===== src/rtl/lsu_pkg.sv =====
// Shared types and constants for the load/store unit: FSM states, funct3 encodings
// and the funct3 legality rule used when a request is accepted.
package lsu_pkg;

    typedef enum logic [1:0] {IDLE, READ, WRITE, RESP} lsu_state_t;

    localparam logic [2:0] F3_B  = 3'b000;
    localparam logic [2:0] F3_H  = 3'b001;
    localparam logic [2:0] F3_W  = 3'b010;
    localparam logic [2:0] F3_BU = 3'b100;
    localparam logic [2:0] F3_HU = 3'b101;

    // Stores only come in b/h/w; loads additionally allow the unsigned bu/hu forms.
    function automatic logic is_illegal(input logic we, input logic [2:0] f3);
        if (we)
            return !(f3 inside {F3_B, F3_H, F3_W});
        return !(f3 inside {F3_B, F3_H, F3_W, F3_BU, F3_HU});
    endfunction

endpackage


===== src/rtl/lsu_align.sv =====
// Combinational lane logic: extracts and extends sub-word loads, merges sub-word
// stores into a full memory word, and flags misaligned half/word accesses.
module lsu_align
    import lsu_pkg::*;
(
    input  logic [31:0] word,
    input  logic [1:0]  offset,
    input  logic [2:0]  funct3,
    input  logic [31:0] wdata,
    output logic [31:0] load_val,
    output logic [31:0] store_word,
    output logic        misaligned
);

    logic [7:0]  lane_byte;
    logic [15:0] lane_half;

    // store_word defaults to the old word so only the addressed lane is replaced.
    always_comb begin
        lane_byte  = word[{offset, 3'b000} +: 8];
        lane_half  = offset[1] ? word[31:16] : word[15:0];
        load_val   = '0;
        store_word = word;
        misaligned = 1'b0;
        case (funct3)
            F3_B: begin
                load_val = {{24{lane_byte[7]}}, lane_byte};
                store_word[{offset, 3'b000} +: 8] = wdata[7:0];
            end
            F3_BU: begin
                load_val = {24'b0, lane_byte};
            end
            F3_H: begin
                load_val   = {{16{lane_half[15]}}, lane_half};
                misaligned = offset[0];
                if (offset[1])
                    store_word[31:16] = wdata[15:0];
                else
                    store_word[15:0] = wdata[15:0];
            end
            F3_HU: begin
                load_val   = {16'b0, lane_half};
                misaligned = offset[0];
            end
            F3_W: begin
                load_val   = word;
                store_word = wdata;
                misaligned = |offset;
            end
            default: ;
        endcase
    end

endmodule


===== src/rtl/load_store_unit.sv =====
// Load/store front-end for a word-only memory: adds byte/half loads with extension,
// read-modify-write sub-word stores, and fault detection behind a valid/ready handshake.
module load_store_unit
    import lsu_pkg::*;
#(
    parameter int MEM_WORDS = 1024
) (
    input  logic        clk,
    input  logic        reset,
    input  logic        req_valid,
    output logic        req_ready,
    input  logic        req_we,
    input  logic [2:0]  req_funct3,
    input  logic [31:0] req_addr,
    input  logic [31:0] req_wdata,
    output logic        resp_valid,
    output logic [31:0] resp_rdata,
    output logic        resp_fault,
    output logic [31:0] mem_addr,
    output logic        mem_wr_en,
    output logic [31:0] mem_wr_data,
    input  logic [31:0] mem_rd_data
);

    localparam logic [29:0] WORD_LIMIT = 30'(MEM_WORDS);

    lsu_state_t  state;
    logic        we_q;
    logic [2:0]  funct3_q;
    logic [31:0] addr_q;
    logic [31:0] wdata_q;

    logic        accept;
    logic [1:0]  align_offset;
    logic [2:0]  align_funct3;
    logic [31:0] load_val;
    logic [31:0] store_word;
    logic        misaligned;
    logic        req_fault;

    assign req_ready = (state == IDLE) && !reset;
    assign accept    = req_valid && req_ready;
    assign mem_addr  = {addr_q[31:2], 2'b00};
    assign mem_wr_en = (state == WRITE);

    // In IDLE the aligner judges the incoming request; afterwards it works on the latched one.
    assign align_offset = (state == IDLE) ? req_addr[1:0] : addr_q[1:0];
    assign align_funct3 = (state == IDLE) ? req_funct3    : funct3_q;

    lsu_align u_align (
        .word       (mem_rd_data),
        .offset     (align_offset),
        .funct3     (align_funct3),
        .wdata      (wdata_q),
        .load_val   (load_val),
        .store_word (store_word),
        .misaligned (misaligned)
    );

    assign req_fault = is_illegal(req_we, req_funct3) || misaligned ||
                       (req_addr[31:2] >= WORD_LIMIT);

    always_ff @(posedge clk or posedge reset) begin
        if (reset) begin
            state       <= IDLE;
            we_q        <= 1'b0;
            funct3_q    <= '0;
            addr_q      <= '0;
            wdata_q     <= '0;
            mem_wr_data <= '0;
            resp_rdata  <= '0;
            resp_valid  <= 1'b0;
            resp_fault  <= 1'b0;
        end else begin
            resp_valid <= 1'b0;
            case (state)
                IDLE: begin
                    if (accept) begin
                        we_q       <= req_we;
                        funct3_q   <= req_funct3;
                        addr_q     <= req_addr;
                        wdata_q    <= req_wdata;
                        resp_rdata <= '0;
                        resp_fault <= req_fault;
                        if (req_fault) begin
                            state      <= RESP;
                            resp_valid <= 1'b1;
                        end else if (req_we && req_funct3 == F3_W) begin
                            mem_wr_data <= req_wdata;
                            state       <= WRITE;
                        end else begin
                            state <= READ;
                        end
                    end
                end
                READ: begin
                    if (we_q) begin
                        mem_wr_data <= store_word;
                        state       <= WRITE;
                    end else begin
                        resp_rdata <= load_val;
                        resp_valid <= 1'b1;
                        state      <= RESP;
                    end
                end
                WRITE: begin
                    resp_valid <= 1'b1;
                    state      <= RESP;
                end
                RESP: begin
                    state <= IDLE;
                end
                default: state <= IDLE;
            endcase
        end
    end

endmodule

===== config.mk =====
export PLATFORM = sky130hd
export DESIGN_NAME = load_store_unit
export DESIGN_NICKNAME = d
export VERILOG_FILES = /design/src/rtl/lsu_pkg.sv /design/src/rtl/lsu_align.sv /design/src/rtl/load_store_unit.sv
export SDC_FILE = /design/constraint.sdc
export NUM_CORES = 1
export LEC_CHECK = 0
export CAP_MARGIN = 20
export CORE_MARGIN = 4
export CORE_UTILIZATION = 40
export CTS_BUF_LIST = sky130_fd_sc_hd__clkbuf_16
export CTS_CLUSTER_DIAMETER = 100
export CTS_CLUSTER_SIZE = 12
export DETAILED_ROUTE_END_ITERATION = 8
export HOLD_SLACK_MARGIN = 0.12
export MAX_ROUTING_LAYER = met4
export SKIP_LAST_GASP = 1
export SLEW_MARGIN = 10
export SYNTH_ARGS = -nofsm -noshare
export SYNTH_HDL_FRONTEND = slang
export SYNTH_HIERARCHICAL = 1
export SYNTH_SLANG_ARGS = --single-unit

===== constraint.sdc =====
create_clock -name clk -period 4.9 [get_ports clk]
set_input_delay 0.98 -clock clk [delete_from_list [all_inputs] [get_ports clk]]
set_output_delay 0.98 -clock clk [all_outputs]
set_load 0.05 [all_outputs]

==> results <==
- The run finished with clean final reports.
- The number of setup violations in the final report is 0.
- The DRC marker count from the first detailed-route iteration is 1205.
- The number of nets still failing antenna checks after routing is 0.
- After layout, the worst path uses between 80 and 90% of the clock period.
- From bottom edge to top edge, the die measures 168 µm.
- Traced cell by cell, the critical path runs through clkdlybuf4s50_1, mux2_2, inv_1, ha_1, nor3b_2, a31oi_1, o22ai_1, nand2_1, a211oi_1, o21ai_0, o2111ai_2.
- The maximum resistive drop on vdd is between 0.3 and 0.4 mV.
- The clock passes through at most 2 buffers.
- The finished cells cover 12600 µm².
- Summed over all failing endpoints, the final setup total negative slack is 0 ns.
- After detailed routing, the number of vias per cell comes to 6.15.
- The CTS clock-pin slew for the worst setup and hold paths is 0.06 ns.
- After technology mapping, the gate count stands at 1141.
- The share of cells above drive strength 1 is a little over an eighth.
- The aggregate global routing overflow is 0.
- In this run, distinct cell masters in the synthesized netlist total 71.
- The final wirelength is between 30 and 40 mm.
- Data arrives at the worst endpoint at 4.42 ns.
- Summing all placed instances gives a cell area of 11900 µm².
- The detailed router placed around 9700 vias in this run.
- After synthesis, the cell types taking the most area are sky130_fd_sc_hd__dfrtp_1 (33%), sky130_fd_sc_hd__o21ai_0 (7.5%), sky130_fd_sc_hd__mux2_2 (6.1%).
- The die is 168 µm wide.
- The worst setup path is captured at a register.
- The maximum number of pins on one net before global-route repair is between 90 and 100.
- The initial antenna violation count was 1.
- The first detailed-routing pass ran for 7 iterations.
- The number of clock buffers added by TritonCTS is 17.
- The number of core rows is 58.
- Power spread over the standard cell area amounts to 832 nW/µm².
- Hold is met by 0.485 ns.
- The total I/O pin count is 203.
- The worst setup path is of the in2reg kind.
- The share of synthesized flip-flops with an asynchronous set or reset is 100%.
- At the worst endpoint, the required time is 5.25 ns.
- In the layout the commonest cells are sky130_fd_sc_hd__clkdlybuf4s50_1 (200), sky130_fd_sc_hd__o21ai_0 (153), sky130_fd_sc_hd__dfrtp_1 (136), sky130_fd_sc_hd__nand2_1 (121), sky130_fd_sc_hd__mux2_2 (55).
- The number of endpoints with negative hold slack in the final report is 0.
- The count of warnings emitted by yosys is 6.
- The longest individual stage delay on the worst path is 0.68 ns.
- For the pin with the worst max-slew slack, the measured transition is roughly 0.99 ns.
- The shortest clock period the worst path allows after layout is 4.07 ns.
- The clock net sink count is 136.
- The core region area is approximately 25000 µm².
- The count of hold-fix buffers inserted at cts is 0.
- The setup skew after layout is 0.0125 ns.
- The starting density of the core is a little over 40%.
- Summed over all nets, the half-perimeter wirelength after detailed placement is 24.5 mm.
- The sequential fraction of the synthesis area is between 30% and 40%.
- The critical path's top delay family is compound AO/OA/AOI/OAI gates.
- Buffers placed on the I/O ports in this run total 200.
- The average instance area after synthesis is 8.95 µm².
- The number of enable-type register cells in the synthesized netlist is 0.
- The total number of H-tree levels is 4.
- The tool flagged a number of max-cap violations equal to 0.
- Setup repair after global routing left no endpoint under its margin.
- For this run, the leading register cell type out of synthesis is sky130_fd_sc_hd__dfrtp_1.
- The total standard cell area after synthesis is slightly above 10000 µm².
- At the end of routability-driven placement, the weighted congestion stood at 0.880.
- The number of gates resized after CTS was 0.
- The number of max-slew violations in the final report is 0.
- The average wire length per cell after detail routing is around 23 µm.
- The upper clock frequency limit is 0.246 GHz.
- The combined buffer and inverter count along the critical path is 2.
- The final net count is roughly 1300.
- For this design, the slowest cell found on the critical path is sky130_fd_sc_hd__ha_1.
- The path class of the tightest hold or removal check is reg2reg.
- Global routing used a little over a quarter of the available tracks.
- The buffers inserted during post-CTS setup optimization is 0.
- The library cell used most frequently in the layout, excluding fill and tap cells, is sky130_fd_sc_hd__clkdlybuf4s50_1.
- The synthesized design devotes to its leading area cell type 33.3% of total area.
- After synthesis the netlist holds a flip-flop and latch count of 136.
- In this run the worst path has a maximum fanout of 27.
- The area enclosed by the die boundary is 28200 µm².
- At the later pin of the worst-skew pair, clock insertion delay measures 0.43 ns.
- The wire length of the first global-routing pass is 57.0 mm.
- The buffer cell driving the clock tree root is sky130_fd_sc_hd__clkbuf_16.
- The worst setup path is launched from an input pin.
- In this run the static leakage power is 5.02 nW.
- The total DRC errors in the routed layout is 0.
- Of all cell types, the one taking the most synthesized area is sky130_fd_sc_hd__dfrtp_1.
- Relative to the synthesized area, the layout overhead comes to 23.1%.
- The remaining max-slew budget at the tightest pin is 33.8%.
- The via count of the first global-routing pass is 9549.
- The layout has 2342 filler cells.
- TritonCTS built the clock tree.
-- layout make-up --
cell class / instances / area (µm²) / share of cell area (%)
Timing Repair Buffer: 224 / 2190 / 17.4
Antenna cell: 1 / 2.50 / 0.0199
Multi-Input combinational cell: 805 / 5750 / 45.7
Clock buffer: 17 / 425 / 3.38
Tap cell: 330 / 413 / 3.28
Clock inverter: 15 / 199 / 1.58
Inverter: 51 / 196 / 1.56
Sequential cell: 136 / 3400 / 27.1
-- worst register-to-register path, stage by stage (launching register included) --
cell                        delay, ns
sky130_fd_sc_hd__dfrtp_1         0.41
sky130_fd_sc_hd__inv_1           0.13
sky130_fd_sc_hd__ha_1            0.38
sky130_fd_sc_hd__mux2_2          0.55
sky130_fd_sc_hd__inv_1           0.19
sky130_fd_sc_hd__ha_1            0.68
sky130_fd_sc_hd__nor3b_2         0.62
sky130_fd_sc_hd__a31oi_1         0.17
sky130_fd_sc_hd__o22ai_1         0.18
sky130_fd_sc_hd__nand2_1         0.10
sky130_fd_sc_hd__a211oi_1        0.25
sky130_fd_sc_hd__o21ai_0         0.16
sky130_fd_sc_hd__o2111ai_2       0.14
-- Yosys cell counts (5+ instances only) --
library cell	instances
sky130_fd_sc_hd__o311ai_0	5
sky130_fd_sc_hd__nand4_1	33
sky130_fd_sc_hd__o21a_1	16
sky130_fd_sc_hd__buf_2	44
sky130_fd_sc_hd__mux2_1	11
sky130_fd_sc_hd__a32oi_1	12
sky130_fd_sc_hd__buf_6	10
sky130_fd_sc_hd__mux2_4	6
sky130_fd_sc_hd__a221o_1	7
sky130_fd_sc_hd__nand2b_1	7
sky130_fd_sc_hd__ha_1	10
sky130_fd_sc_hd__a31oi_1	14
sky130_fd_sc_hd__buf_1	5
sky130_fd_sc_hd__nand2_1	122
sky130_fd_sc_hd__and4b_1	8
sky130_fd_sc_hd__clkbuf_1	49
sky130_fd_sc_hd__o221ai_1	7
sky130_fd_sc_hd__a211oi_1	49
sky130_fd_sc_hd__nor2_1	27
sky130_fd_sc_hd__nand3_1	16
sky130_fd_sc_hd__o311ai_1	7
sky130_fd_sc_hd__o211ai_1	16
sky130_fd_sc_hd__nand4bb_1	5
sky130_fd_sc_hd__mux2_2	55
sky130_fd_sc_hd__inv_1	50
sky130_fd_sc_hd__o22ai_1	18
sky130_fd_sc_hd__o21ai_0	153
sky130_fd_sc_hd__dfrtp_1	136
sky130_fd_sc_hd__mux2i_1	12
sky130_fd_sc_hd__o2111ai_2	30
sky130_fd_sc_hd__a211o_1	12
sky130_fd_sc_hd__a22o_1	33
sky130_fd_sc_hd__buf_4	39
sky130_fd_sc_hd__nor2b_1	50
sky130_fd_sc_hd__a21oi_1	13
-- report_power, final --
part	total, W	internal (W)	switching (W)	leakage [nW]
Combinational	0.00694	0.00249	0.00445	3.10
Clock	0.00139	0.000855	0.000537	0.315
Sequential	0.00213	0.00163	0.000501	1.60
Total	0.0105	0.00498	0.00548	5.02
-- cell families (layout without fill, tap and decap cells) --
kind of cell,count (synthesis),after routing,share of synthesized area [%]
AO/OA/AOI/OAI,411,411,29.5
AND/OR/NAND/NOR,297,297,15.8
buffers and inverters,201,307,10.6
flip-flops,136,136,33.3
multiplexers,85,85,9.56
adder cells (fa/ha/maj),10,10,1.23
other,1,3,0.0367
-- per-stage QoR --
| step | utilization, % | power (W) | setup slack [ns] | cells |
|---|---|---|---|---|
| 4_1_cts | 49.9 | 0.0104 | 0.896 | 1577 |
| 3_3_place_gp | 47.4 | 0.00887 | 0.614 | 1545 |
| 6_report | 49.9 | 0.0105 | 0.828 | 1579 |
| 2_1_floorplan | - | 0.00731 | 0.281 | 1142 |
| 3_5_place_dp | 47.4 | 0.00896 | 0.481 | 1545 |
| 5_1_grt | 49.9 | 0.0111 | 0.478 | 1579 |
-- flip-flops by register name, indices dropped and copies added (netlist names) --
signal,cells
addr_q,32
resp_valid,1
resp_fault,1
funct3_q,3
mem_wr_data,32
we_q,1
wdata_q,32
resp_rdata,32
state,2
-- routing by layer --
layer | up-vias | track usage (%) | part of all wire (%)
li1 | 4405 | - | -
met1 | 4739 | 36.6 | 45
met5 | - | - | 0
met3 | 65 | 4.93 | 8.3
met2 | 503 | 38.9 | 44
met4 | 0 | 7.97 | 2.4
-- final timing paths --
| path | startpoint | to | slack (ns) | cells after the start |
|---|---|---|---|---|
| worst max-delay path | req_addr[0] | mem_wr_data[18]$_DFFE_PP0P_ | 0.83 | 11 |
| worst min-delay path | wdata_q[29]$_DFFE_PP0P_ | wdata_q[29]$_DFFE_PP0P_ | 0.48 | 2 |
| worst max register to register | state[1]$_DFFE_PP0P_ | mem_wr_data[18]$_DFFE_PP0P_ | 0.85 | 12 |
| worst min register to register | wdata_q[29]$_DFFE_PP0P_ | wdata_q[29]$_DFFE_PP0P_ | 0.48 | 2 |
| max in group asynchronous | reset | wdata_q[8]$_DFFE_PP0P_ | 2.90 | 3 |
| min in group asynchronous | reset | resp_valid$_DFF_PP0_ | 1.12 | 2 |
Power figures use the tool's default switching activity.
